--- config.mk ---
export PLATFORM = sky130hd
export DESIGN_NAME = dmem_arbiter
export DESIGN_NICKNAME = d
export VERILOG_FILES = /design/src/rtl/dmem_arbiter.sv
export SDC_FILE = /design/constraint.sdc
export NUM_CORES = 1
export LEC_CHECK = 0
export ABC_AREA = 0
export CORE_AREA = 2 2 117 119
export DETAILED_ROUTE_END_ITERATION = 16
export DIE_AREA = 0 0 119 121
export PLACE_DENSITY = 0.7
export SYNTH_ARGS = -nofsm -noshare
export SYNTH_HDL_FRONTEND = slang
export SYNTH_SLANG_ARGS = --single-unit
--- constraint.sdc ---
create_clock -name clk -period 3.5 [get_ports clk]
set_clock_uncertainty 0.2 [all_clocks]
set_input_delay 0.35 -clock clk [delete_from_list [all_inputs] [get_ports clk]]
set_output_delay 0.35 -clock clk [all_outputs]
set_load 0.1 [all_outputs]
--- src/rtl/dmem_arbiter.sv ---
`default_nettype none
// ============================================================================
// Module   : dmem_arbiter
// Purpose  : Two-port (LSU/DMA) data-memory arbiter with registered responses.
//            Define DMEM_ARB_RR_EN for burst-limited round robin, else fixed m0 priority.
// Revision : 1.0
// ============================================================================
module dmem_arbiter #(
  parameter int ADDR_W    = 32,
  parameter int DATA_W    = 32,
  parameter int MEM_DEPTH = 1024,
  parameter int MAX_BURST = 4
) (
  input  logic              clk,
  input  logic              reset,
  input  logic              m0_req,
  input  logic              m0_we,
  input  logic [ADDR_W-1:0] m0_addr,
  input  logic [DATA_W-1:0] m0_wdata,
  output logic              m0_gnt,
  output logic              m0_rvalid,
  output logic [DATA_W-1:0] m0_rdata,
  output logic              m0_err,
  input  logic              m1_req,
  input  logic              m1_we,
  input  logic [ADDR_W-1:0] m1_addr,
  input  logic [DATA_W-1:0] m1_wdata,
  output logic              m1_gnt,
  output logic              m1_rvalid,
  output logic [DATA_W-1:0] m1_rdata,
  output logic              m1_err,
  output logic              mem_wr_en,
  output logic              mem_rd_en,
  output logic [ADDR_W-1:0] mem_addr,
  output logic [DATA_W-1:0] mem_wdata,
  input  logic [DATA_W-1:0] mem_rdata
);

  typedef enum logic [1:0] {
    IDLE   = 2'd0,
    OWN_M0 = 2'd1,
    OWN_M1 = 2'd2
  } state_t;

  localparam int                c_bcnt_w = $clog2(MAX_BURST + 1);
  localparam logic [c_bcnt_w-1:0] c_max  = c_bcnt_w'(MAX_BURST);
  localparam logic [c_bcnt_w-1:0] c_one  = c_bcnt_w'(1);
  localparam logic [ADDR_W:0]   c_depth  = (ADDR_W + 1)'(MEM_DEPTH);

  state_t              r_state, w_state_nxt;
  logic [c_bcnt_w-1:0] r_bcnt, w_bcnt_nxt, w_bcnt_inc;
  logic                w_pick_m0, w_gnt0, w_gnt1, w_any;
  logic                w_ok0, w_ok1, w_sel_ok, w_sel_we;
  logic [ADDR_W-1:0]   w_sel_addr;
  logic [DATA_W-1:0]   w_sel_wdata, w_resp_data;
  logic                r_rvalid0, r_rvalid1, r_err0, r_err1;
  logic [DATA_W-1:0]   r_rdata0, r_rdata1;

  assign w_ok0 = ({1'b0, m0_addr} < c_depth);
  assign w_ok1 = ({1'b0, m1_addr} < c_depth);

  always_comb begin
    w_pick_m0 = 1'b1;
`ifdef DMEM_ARB_RR_EN
    // Owner keeps the bus until its burst saturates, then yields on a tie.
    case (r_state)
      OWN_M0:  w_pick_m0 = (r_bcnt < c_max);
      OWN_M1:  w_pick_m0 = (r_bcnt >= c_max);
      default: w_pick_m0 = 1'b1;
    endcase
`endif
    w_gnt0 = reset & m0_req & (w_pick_m0 | ~m1_req);
    w_gnt1 = reset & m1_req & ~w_gnt0;
    w_any  = w_gnt0 | w_gnt1;
  end

  always_comb begin
    w_bcnt_inc  = (r_bcnt >= c_max) ? c_max : r_bcnt + c_one;
    w_state_nxt = IDLE;
    w_bcnt_nxt  = '0;
    if (w_gnt0) begin
      w_state_nxt = OWN_M0;
      w_bcnt_nxt  = (r_state == OWN_M0) ? w_bcnt_inc : c_one;
    end else if (w_gnt1) begin
      w_state_nxt = OWN_M1;
      w_bcnt_nxt  = (r_state == OWN_M1) ? w_bcnt_inc : c_one;
    end
  end

  always_comb begin
    w_sel_we    = w_gnt0 ? m0_we    : m1_we;
    w_sel_ok    = w_gnt0 ? w_ok0    : w_ok1;
    w_sel_addr  = w_gnt0 ? m0_addr  : m1_addr;
    w_sel_wdata = w_gnt0 ? m0_wdata : m1_wdata;
    mem_addr    = w_any ? w_sel_addr  : '0;
    mem_wdata   = w_any ? w_sel_wdata : '0;
    // Out-of-range accesses are granted but never reach the memory.
    mem_wr_en   = w_any & w_sel_ok & w_sel_we;
    mem_rd_en   = w_any & w_sel_ok & ~w_sel_we;
    w_resp_data = (w_sel_ok & ~w_sel_we) ? mem_rdata : '0;
  end

  always_ff @(posedge clk) begin
    if (!reset) begin
      r_state   <= IDLE;
      r_bcnt    <= '0;
      r_rvalid0 <= 1'b0;
      r_rvalid1 <= 1'b0;
      r_err0    <= 1'b0;
      r_err1    <= 1'b0;
      r_rdata0  <= '0;
      r_rdata1  <= '0;
    end else begin
      r_state   <= w_state_nxt;
      r_bcnt    <= w_bcnt_nxt;
      r_rvalid0 <= w_gnt0;
      r_rvalid1 <= w_gnt1;
      if (w_gnt0) begin
        r_rdata0 <= w_resp_data;
        r_err0   <= ~w_ok0;
      end
      if (w_gnt1) begin
        r_rdata1 <= w_resp_data;
        r_err1   <= ~w_ok1;
      end
    end
  end

  // Responses are masked while reset is low so a pending pulse never escapes.
  assign m0_gnt    = w_gnt0;
  assign m1_gnt    = w_gnt1;
  assign m0_rvalid = r_rvalid0 & reset;
  assign m1_rvalid = r_rvalid1 & reset;
  assign m0_err    = r_err0 & reset;
  assign m1_err    = r_err1 & reset;
  assign m0_rdata  = reset ? r_rdata0 : '0;
  assign m1_rdata  = reset ? r_rdata1 : '0;

endmodule
`default_nettype wire

Word level (Yosys, flattened, before mapping)
Cells that the tools add are included.

storage, ports and cells
  register bits = 68
  word-level logic and storage cells = 33

operators by class
  $lt $le $gt $ge = 2
  multiplexer cells = 9
  bitwise logic cells = 16

operators by type and width
  cell                                                          number
  2-to-1 mux 32 bit                                             7
  less-than comparator 32 x 11 -> 1 bit, second input constant  2
  bitwise AND 1 bit                                             11
  inverter 1 bit                                                4
  2-to-1 mux 1 bit                                              2
  OR 1 bit                                                      1

Logic depth before layout (Yosys ltp)
Gate-level depths: netlist (run 1).

  word-level depth = 6
  mapped depth = 7

Worst setup path after synthesis (run 1)
Ideal clock, no wire load.

  path type = input-to-output
  from = input port reset
  to = output port mem_wdata[22]
  arrival time = 3.396 ns
  required time = 2.950 ns
  slack = -0.446 ns
  stages = 6
  buffers on the path = 2
  cells stage by stage = buf_2 nand2_1 inv_1 clkbuf_1 nand2_1 a21oi_1

on the way
  longest elaborated chain between the ends = 5

ends and longest elaborated chain
  element                RTL line  source
  start, declared        15        input logic reset,
  bitwise AND 1 bit (*)  72        w_gnt0 = reset & m0_req & (w_pick_m0 | ~m1_req);
  named net m0_gnt       20        output logic m0_gnt,
  inverter 1 bit         73        w_gnt1 = reset & m1_req & ~w_gnt0;
  bitwise AND 1 bit      73
  OR 1 bit               74        w_any = w_gnt0 | w_gnt1;
  2-to-1 mux 32 bit (*)  96        mem_wdata = w_any ? w_sel_wdata : '0;
  end, declared          35        output logic [DATA_W-1:0] mem_wdata,

Mark *: on every way through the listed nets, which the timed path passes. The rest lies on a longest branch.

Final worst setup path (run 1)
  from = input port m0_req
  to = output port mem_wdata[20]

on the way
  longest elaborated chain between the ends = 5

ends and longest elaborated chain
  element                RTL line  source
  start, declared        16        input logic m0_req,
  bitwise AND 1 bit (*)  72
  inverter 1 bit         73
  bitwise AND 1 bit      73
  OR 1 bit               74
  2-to-1 mux 32 bit (*)  96

Every way passes the cells marked *; elsewhere a longest branch is shown, timed or not.

==> results of run 1 <==
metrics by stage:
stage | cells | power (mW) | hold slack (ns) | setup WS (ns)
2_1_floorplan | 489 | 1.26 | 0.264 | 0.0466
3_3_place_gp | 934 | 1.71 | 0.289 | 0.685
5_1_grt | 948 | 2.68 | 0.201 | 0.567
4_1_cts | 948 | 2.60 | 0.188 | 0.675
6_report | 948 | 2.58 | 0.197 | 0.690
3_5_place_dp | 934 | 1.72 | 0.292 | 0.682
synthesized netlist by cell type:
master / number / area, sq um
clkbuf_1: 22 / 82.6
nor4_4: 1 / 21.3
buf_2: 10 / 50.1
o211a_1: 1 / 10.0
buf_1: 9 / 33.8
o21ai_0: 4 / 20.0
nand3_1: 2 / 10.0
a22o_1: 54 / 473
nor2_1: 6 / 22.5
nand4_1: 2 / 12.5
a21oi_1: 43 / 215
nand3b_1: 1 / 7.51
a21oi_2: 1 / 8.76
nand2_1: 153 / 574
inv_1: 3 / 11.3
and2_1: 68 / 425
o21ai_1: 30 / 150
inv_2: 1 / 3.75
dfxtp_1: 68 / 1360
nor4_1: 10 / 62.6
power breakdown:
group / total, mW / leakage (nW) / switching (mW) / internal [mW]
sequential: 0.778 / 0.548 / 0.000713 / 0.778
combinational: 0.920 / 2.42 / 0.543 / 0.376
clock: 0.886 / 0.145 / 0.305 / 0.580
total: 2.58 / 3.11 / 0.849 / 1.73
logic make-up (layout without fill, tap and decap cells):
group	count (synthesis)	after routing
AO/OA/AOI/OAI	133	133
buffers and inverters	45	328
flip-flops	68	68
AND/OR/NAND/NOR	243	243
critical path, stage by stage:
cell and delay (ns):
clkdlybuf4s50_1 0.61, nand2_2 0.11, inv_2 0.26, buf_12 0.27
nand2_1 0.08, a21oi_1 0.30, buf_12 0.22
sequential cells by signal, summed over array words and instances, names as in the netlist:
signal / cells
r_rdata0: 32
r_rdata1: 32
r_err0: 1
r_err1: 1
r_rvalid0: 1
r_rvalid1: 1
path summary, 6_finish.rpt:
kind / from / endpoint / slack, ns / cells past startpoint
worst max-delay path: m0_req / mem_wdata[20] / 0.69 / 7
worst min-delay path: reset / r_err0 / 0.20 / 2
worst max register to register: r_rdata0[27] / r_rdata0[27] / 2.50 / 2
worst min register to register: r_err0 / r_err0 / 0.30 / 1
final cells by class:
| class | count | share of cell area |
|---|---|---|
| multi-input combinational | 376 | 0.274 |
| tap | 176 | 0.0291 |
| timing repair buffer | 310 | 0.476 |
| clock inverter | 2 | 0.00464 |
| inverter | 4 | 0.00199 |
| sequential | 68 | 0.180 |
| clock buffer | 12 | 0.0340 |
per-layer routing:
metal	vias up	share of wire
met3	23	0.069
met4	0	0.025
met1	2115	0.38
met5	-	0
li1	2225	-
met2	198	0.52
==> flow_summary.html, run 1 <==
<table>
<tr><th>Metric</th><th>Value</th></tr>
<tr><th colspan="2">Detailed routing</th></tr>
<tr><td>Number of antenna-violating nets in the routed design</td><td>0</td></tr>
<tr><td>Routed Wire Length</td><td>15,500 um</td></tr>
<tr><td>Via count of the routed design</td><td>4,561</td></tr>
<tr><td>First-pass iteration count of the detailed router</td><td>4</td></tr>
<tr><td>Detail-routed via count per cell</td><td>4.81</td></tr>
<tr><td>DR WL/cell</td><td>~16 um</td></tr>
<tr><td>Post-route DRC violation count</td><td>0</td></tr>
<tr><td>DRC violation total after the first TritonRoute iteration</td><td>242</td></tr>
<tr><th colspan="2">Place</th></tr>
<tr><td>Placed standard-cell area</td><td>7260 sq um</td></tr>
<tr><td>HPWL Detailed</td><td>about 12,000 um</td></tr>
<tr><td>Gpl congestion</td><td>0.811</td></tr>
<tr><td>Number of input and output port buffers inserted</td><td>301</td></tr>
<tr><th colspan="2">Timing</th></tr>
<tr><td>Worst slew pin tran</td><td>0.536 ns</td></tr>
<tr><td>Setup repair after global routing missed its margin</td><td>false</td></tr>
<tr><td>Final-layout setup total negative slack</td><td>0 ns</td></tr>
<tr><td>Number of hold-slack violations in the final timing report</td><td>0</td></tr>
<tr><td>Max Transition Viols Final</td><td>0</td></tr>
<tr><td>Final setup fails</td><td>0</td></tr>
<tr><td>Time the final worst path needs with I/O delays and setup</td><td>between 2 and 3 ns</td></tr>
<tr><td>Final worst-path cycle share</td><td>0.803</td></tr>
<tr><td>Highest Clock Rate</td><td>356 MHz</td></tr>
<tr><td>Slew margin rel.</td><td>0.643</td></tr>
<tr><th colspan="2">Logic synthesis</th></tr>
<tr><td>Sequential-to-total area share from yosys stat</td><td>0.383</td></tr>
<tr><td>Fraction of the mapped netlist area in compound gates</td><td>0.247</td></tr>
<tr><td>Nets in the synthesized netlist</td><td>655</td></tr>
<tr><td>Post-Synth Simple-Gate Area</td><td>0.319</td></tr>
<tr><td>Synthesis warning total</td><td>0</td></tr>
<tr><td>Share of synthesized area spent on multiplexers</td><td>0</td></tr>
<tr><td>Gate Count Post-Synth</td><td>between 400 and 500</td></tr>
<tr><td>Largest family of logic cells by synthesized area</td><td>simple AND/OR/NAND/NOR gates</td></tr>
<tr><td>Synthesized-area fraction occupied by adder cells</td><td>0</td></tr>
<tr><td>Cell area after synthesis</td><td>3560 sq um</td></tr>
<tr><td>Synth Area in XOR/XNOR</td><td>0</td></tr>
<tr><td>Library cells used by synthesis</td><td>20</td></tr>
<tr><td>Count of state elements after synthesis</td><td>68</td></tr>
<tr><td>Mapped Avg Cell Area</td><td>between 7 and 8 sq um</td></tr>
<tr><th colspan="2">Floorplanning</th></tr>
<tr><td>Height of the die</td><td>121 um</td></tr>
<tr><td>Core footprint</td><td>about 13,000 sq um</td></tr>
<tr><td>Standard-cell rows</td><td>42</td></tr>
<tr><td>Die X</td><td>119 um</td></tr>
<tr><td>Boundary pin count</td><td>around 300</td></tr>
<tr><td>Die Area</td><td>about 14,000 sq um</td></tr>
<tr><td>Starting utilization of the core area</td><td>0.272</td></tr>
<tr><th colspan="2">GRT</th></tr>
<tr><td>Grt ovf</td><td>0</td></tr>
<tr><td>Global routing met1 resource utilization</td><td>0.228</td></tr>
<tr><td>Global-route wire length before repair</td><td>23,500 um</td></tr>
<tr><td>Met2 Resource Use GR</td><td>0.376</td></tr>
<tr><td>Met3 global-route usage</td><td>0.0625</td></tr>
<tr><td>Layer with the highest usage after global routing</td><td>met2</td></tr>
<tr><td>Total global-route track usage</td><td>0.207</td></tr>
<tr><td>Pin count of the biggest net entering global routing</td><td>62</td></tr>
<tr><td>Via count of the first global-routing pass</td><td>4,442</td></tr>
<tr><td>Initial antenna violation count</td><td>0</td></tr>
<tr><th colspan="2">Worst setup path</th></tr>
<tr><td>Arrival time at the worst endpoint</td><td>2.26 ns</td></tr>
<tr><td>Worst Path Required</td><td>2.95 ns</td></tr>
<tr><td>Startpoint type of the worst setup path</td><td>input port</td></tr>
<tr><td>Worst-path fanout max</td><td>54</td></tr>
<tr><td>Crit path capture type</td><td>primary output</td></tr>
<tr><td>Critical path class</td><td>input port to primary output</td></tr>
<tr><th colspan="2">Power</th></tr>
<tr><td>Max VDD drop</td><td>between 150 and 200 uV</td></tr>
<tr><td>Ratio of total power to cell area</td><td>342 nW/um^2</td></tr>
<tr><td>Leakage</td><td>3.11 nW</td></tr>
<tr><th colspan="2">Outcome</th></tr>
<tr><td>Result of the run</td><td>finished, final reports clean</td></tr>
<tr><th colspan="2">Run</th></tr>
<tr><td>Max-cap violations</td><td>0</td></tr>
<tr><th colspan="2">Clocking</th></tr>
<tr><td>Number of buffers created by CTS</td><td>9</td></tr>
<tr><td>Clock tree from TritonCTS</td><td>built</td></tr>
<tr><td>Clock-pin transition on the worst setup and hold timing paths</td><td>0.05 ns</td></tr>
<tr><td>Latest clock arrival within the worst-skew pair</td><td>approximately 0.32 ns</td></tr>
<tr><td>Maximum number of buffers from clock root to sink</td><td>2</td></tr>
<tr><td>Clock sink count</td><td>68</td></tr>
<tr><td># hold bufs at CTS</td><td>0</td></tr>
<tr><td>Root Driver</td><td>clkbuf_16</td></tr>
<tr><td>Setup Buffers After CTS</td><td>0</td></tr>
<tr><td>H-tree depth</td><td>3</td></tr>
<tr><td>Resize count post-CTS</td><td>0</td></tr>
<tr><th colspan="2">Hold path</th></tr>
<tr><td>Worst hold path class</td><td>input port to flop</td></tr>
<tr><th colspan="2">Finish</th></tr>
<tr><td># fillers</td><td>1,148</td></tr>
<tr><td>Utilization after layout</td><td>0.577</td></tr>
<tr><td>Number of nets in the final layout</td><td>between 900 and 1,000</td></tr>
<tr><td>Area used by multi-input combinational logic</td><td>~2100 sq um</td></tr>
<tr><td>Most used cells in the layout excluding fill and tap cells</td><td>clkdlybuf4s50_1 (164), nand2_1 (152), buf_4 (76), buf_12 (69)</td></tr>
<tr><td>Most frequent standard cell in the layout excluding fill and tap cells</td><td>clkdlybuf4s50_1</td></tr>
<tr><td>Fin area</td><td>7550 sq um</td></tr>
<tr><td>Antenna cell count</td><td>0</td></tr>
<tr><td>Register Area</td><td>1360 sq um</td></tr>
<tr><td>Layout-stage area growth over the synthesis result</td><td>112%</td></tr>
<tr><td>Proportion of layout cells with a drive suffix above 1</td><td>0.225</td></tr>
</table>
Power figures use the tool's default switching activity.
==> inputs of run 2 (changes only) <==
CORE_AREA = 2 2 119 121   (was 2 2 117 119)
DIE_AREA = 0 0 121 123   (was 0 0 119 121)
PLACE_DENSITY = 0.68   (was 0.7)
clock period = 2.7 ns   (was 3.5 ns; I/O delays follow)
==> run 2 against run 1 <==
  * Die area is 3.4% higher
  * Critical path depth is 1 higher
  * Largest cell class unchanged
  * Via count is 1.4% higher
  * Critical path type unchanged
  * Design area is 15% higher
  * Power is 32% higher
  * Sequential share of layout area is 2.3 points lower
  * Critical endpoint is now mem_wr_en
==> flow_summary.html, run 2 (synthesized netlist as in run 1, its figures left out) <==
<table>
<tr><th>Metric</th><th>Value</th></tr>
<tr><th colspan="2">Floorplanning</th></tr>
<tr><td>Boundary pin count</td><td>302 (unchanged)</td></tr>
<tr><td>Core footprint</td><td>13,600 sq um (was 13,100 sq um)</td></tr>
<tr><td>Height of the die</td><td>123 um (was 121 um)</td></tr>
<tr><td>Die X</td><td>121 um (was 119 um)</td></tr>
<tr><td>Starting utilization of the core area</td><td>0.261 (was 0.272)</td></tr>
<tr><td>Die Area</td><td>14,900 sq um (was 14,400 sq um)</td></tr>
<tr><td>Standard-cell rows</td><td>43 (was 42)</td></tr>
<tr><th colspan="2">Clocking</th></tr>
<tr><td>Latest clock arrival within the worst-skew pair</td><td>0.32 ns (about the same)</td></tr>
<tr><td>Maximum number of buffers from clock root to sink</td><td>2 (unchanged)</td></tr>
<tr><td># hold bufs at CTS</td><td>0 (unchanged)</td></tr>
<tr><td>Resize count post-CTS</td><td>0 (unchanged)</td></tr>
<tr><td>Clock sink count</td><td>68 (unchanged)</td></tr>
<tr><td>Setup Buffers After CTS</td><td>0 (unchanged)</td></tr>
<tr><td>Clock-pin transition on the worst setup and hold timing paths</td><td>0.05 ns (about the same)</td></tr>
<tr><td>Number of buffers created by CTS</td><td>9 (unchanged)</td></tr>
<tr><td>H-tree depth</td><td>3 (unchanged)</td></tr>
<tr><td>Root Driver</td><td>clkbuf_16 (unchanged)</td></tr>
<tr><td>Clock tree from TritonCTS</td><td>built (unchanged)</td></tr>
<tr><th colspan="2">Detailed routing</th></tr>
<tr><td>Wire length the detailed router placed on met1</td><td>6240 um (was 5940 um)</td></tr>
<tr><td>Top Layer Used</td><td>met4 (unchanged)</td></tr>
<tr><td>First-pass iteration count of the detailed router</td><td>4 (unchanged)</td></tr>
<tr><td>Via count of the routed design</td><td>4,624 (was 4,561)</td></tr>
<tr><td>Detail-routed via count per cell</td><td>4.82 (was 4.81)</td></tr>
<tr><td>Post-route DRC violation count</td><td>0 (unchanged)</td></tr>
<tr><td>DR WL/cell</td><td>18.0 um (was 16.4 um)</td></tr>
<tr><td>Routed Wire Length</td><td>17,300 um (was 15,500 um)</td></tr>
<tr><td>Number of antenna-violating nets in the routed design</td><td>0 (unchanged)</td></tr>
<tr><td>DRC violation total after the first TritonRoute iteration</td><td>344 (was 242)</td></tr>
<tr><td>Met2 Wirelength</td><td>9120 um (was 8120 um)</td></tr>
<tr><td>Total length of routed met3 wires</td><td>1240 um (was 1070 um)</td></tr>
<tr><th colspan="2">Power</th></tr>
<tr><td>Leakage</td><td>3.34 nW (was 3.11 nW)</td></tr>
<tr><td>Part of the power in the clock network</td><td>0.339 (was 0.343)</td></tr>
<tr><td>Max VDD drop</td><td>231 uV (was 180 uV)</td></tr>
<tr><td>Part of the power in combinational logic</td><td>0.367 (was 0.356)</td></tr>
<tr><td>Power dissipated by switching net loads</td><td>1.16 mW (was 849 uW)</td></tr>
<tr><td>Cell-internal power</td><td>2.26 mW (was 1.73 mW)</td></tr>
<tr><td>Switching power share of the total</td><td>0.339 (was 0.329)</td></tr>
<tr><td>Ratio of total power to cell area</td><td>395 nW/um^2 (was 342 nW/um^2)</td></tr>
<tr><td>Proportion of power drawn by flip-flops and latches</td><td>0.295 (was 0.301)</td></tr>
<tr><th colspan="2">Worst setup path</th></tr>
<tr><td>Worst-path fanout max</td><td>2 (was 54)</td></tr>
<tr><td>R2R Path Start</td><td>r_rdata0[21] (was r_rdata0[27])</td></tr>
<tr><td>Crit path capture type</td><td>primary output (unchanged)</td></tr>
<tr><td>Worst Path Required</td><td>2.23 ns (was 2.95 ns)</td></tr>
<tr><td>Crit. Startpoint</td><td>m0_addr[23] (was m0_req)</td></tr>
<tr><td>Arrival time at the worst endpoint</td><td>2.02 ns (was 2.26 ns)</td></tr>
<tr><td>Critical path class</td><td>input port to primary output (unchanged)</td></tr>
<tr><td>Startpoint type of the worst setup path</td><td>input port (unchanged)</td></tr>
<tr><th colspan="2">GRT</th></tr>
<tr><td>Pin count of the biggest net entering global routing</td><td>68 (was 62)</td></tr>
<tr><td>Via count of the first global-routing pass</td><td>4,695 (was 4,442)</td></tr>
<tr><td>Total global-route track usage</td><td>0.229 (was 0.207)</td></tr>
<tr><td>Grt ovf</td><td>0 (unchanged)</td></tr>
<tr><td>Initial antenna violation count</td><td>0 (unchanged)</td></tr>
<tr><td>Global-route wire length before repair</td><td>26,200 um (was 23,500 um)</td></tr>
<tr><th colspan="2">Finish</th></tr>
<tr><td>Antenna cell count</td><td>0 (unchanged)</td></tr>
<tr><td>Most frequent standard cell in the layout excluding fill and tap cells</td><td>clkdlybuf4s50_1 (unchanged)</td></tr>
<tr><td>Most used cells in the layout excluding fill and tap cells</td><td>clkdlybuf4s50_1 (164), nand2_1 (152), buf_12 (139), and2_1 (68), dfxtp_1 (68) (was clkdlybuf4s50_1 (164), nand2_1 (152), buf_4 (76), buf_12 (69))</td></tr>
<tr><td>Proportion of layout cells with a drive suffix above 1</td><td>0.273 (was 0.225)</td></tr>
<tr><td>Largest registers</td><td>r_rdata0 x32, r_rdata1 x32 (unchanged)</td></tr>
<tr><td>Layout-stage area growth over the synthesis result</td><td>144% (was 112%)</td></tr>
<tr><td>Number of nets in the final layout</td><td>941 (was 935)</td></tr>
<tr><td>Non-filler cells, final</td><td>960 (was 948)</td></tr>
<tr><th colspan="2">Place</th></tr>
<tr><td>HPWL Detailed</td><td>13,900 um (was 12,200 um)</td></tr>
<tr><td>Number of placed instances, taps included</td><td>944 (was 934)</td></tr>
<tr><td>Gpl congestion</td><td>0.927 (was 0.811)</td></tr>
<tr><td>Number of input and output port buffers inserted</td><td>301 (unchanged)</td></tr>
<tr><th colspan="2">Timing</th></tr>
<tr><td>Hold Worst Slack</td><td>0.0935 ns (was 0.197 ns)</td></tr>
<tr><td>Number of hold-slack violations in the final timing report</td><td>0 (unchanged)</td></tr>
<tr><td>Setup repair after global routing missed its margin</td><td>false (unchanged)</td></tr>
<tr><td>Time the final worst path needs with I/O delays and setup</td><td>2.49 ns</td></tr>
<tr><td>Highest Clock Rate</td><td>roughly 400 MHz</td></tr>
<tr><td>Max Transition Viols Final</td><td>0 (unchanged)</td></tr>
<tr><td>Final worst-path cycle share</td><td>0.922</td></tr>
<tr><td>Final setup fails</td><td>0 (unchanged)</td></tr>
<tr><td>Final-layout setup total negative slack</td><td>0 ns (unchanged)</td></tr>
<tr><td>Slew margin rel.</td><td>0.649 (was 0.643)</td></tr>
<tr><td>Worst slew pin tran</td><td>0.527 ns (was 0.536 ns)</td></tr>
<tr><th colspan="2">Run</th></tr>
<tr><td>Max-cap violations</td><td>0 (unchanged)</td></tr>
<tr><th colspan="2">Outcome</th></tr>
<tr><td>Result of the run</td><td>finished, final reports clean (unchanged)</td></tr>
<tr><th colspan="2">Hold path</th></tr>
<tr><td>HP Start</td><td>reset (unchanged)</td></tr>
<tr><td>Worst hold path class</td><td>input port to flop (unchanged)</td></tr>
</table>
[run 2: changes by cell type in the layout (fill, tap and decap cells not counted)]
| cell | before | now |
|---|---|---|
| clkinv_2 | 1 | 2 |
| buf_4 | 76 | 12 |
| clkinv_4 | 0 | 1 |
| nor2_2 | 0 | 1 |
| clkbuf_8 | 2 | 1 |
| nor2_1 | 6 | 5 |
| a21oi_2 | 9 | 32 |
| a21oi_4 | 1 | 9 |
| buf_12 | 69 | 139 |
| clkbuf_1 | 1 | 2 |
| a21oi_1 | 34 | 3 |
[run 2: layer usage]
layer,global-route usage,vias to the layer above
met1,0.245,2155
met2,0.423,201
li1,-,2233
met5,0,-
met4,0.103,0
met3,0.0586,35
[run 2: worst paths after layout]
kind | slack (ns) | endpoint | depth (start not counted)
setup / recovery | 0.21 | mem_wr_en | 8
hold / removal | 0.09 | r_err0 | 2
setup reg to reg | 1.69 | r_rdata0[21] | 2
hold reg to reg | 0.30 | r_err0 | 1
[run 2: through the flow]
step	power (mW)	cell area, sq um	util	setup WS (ns)
3_3_place_gp	2.28	8370	0.615	0.217
2_1_floorplan	1.67	3770	-	-0.348
3_5_place_dp	2.29	8370	0.615	0.155
5_1_grt	3.54	8660	0.636	0.0851
4_1_cts	3.45	8660	0.636	0.183
6_report	3.42	8660	0.636	0.211
[run 2: critical path, stage by stage]
cell             delay [ns]
clkdlybuf4s50_1        0.43
nor4_1                 0.31
nand4_1                0.16
buf_4                  0.18
nor2_1                 0.13
nand3_1                0.11
a21oi_2                0.21
buf_12                 0.19
[run 2: layout make-up]
class                      count  area (sq um)
fill                        1084          4950
multi-input combinational    376          2250
clock inverter                 4          48.8
clock buffer                  12           246
tap                          180           225
inverter                       4          15.0
sequential                    68          1360
timing repair buffer         316          4520
[run 2: power groups by stage]
stage / clock (mW) / combinational (mW) / sequential, mW
6_report: 1.16 / 1.25 / 1.01
3_3_place_gp: 0 / 1.25 / 1.03
2_1_floorplan: 0 / 0.637 / 1.03
5_1_grt: 1.23 / 1.30 / 1.01
3_5_place_dp: 0 / 1.26 / 1.03
4_1_cts: 1.18 / 1.26 / 1.01
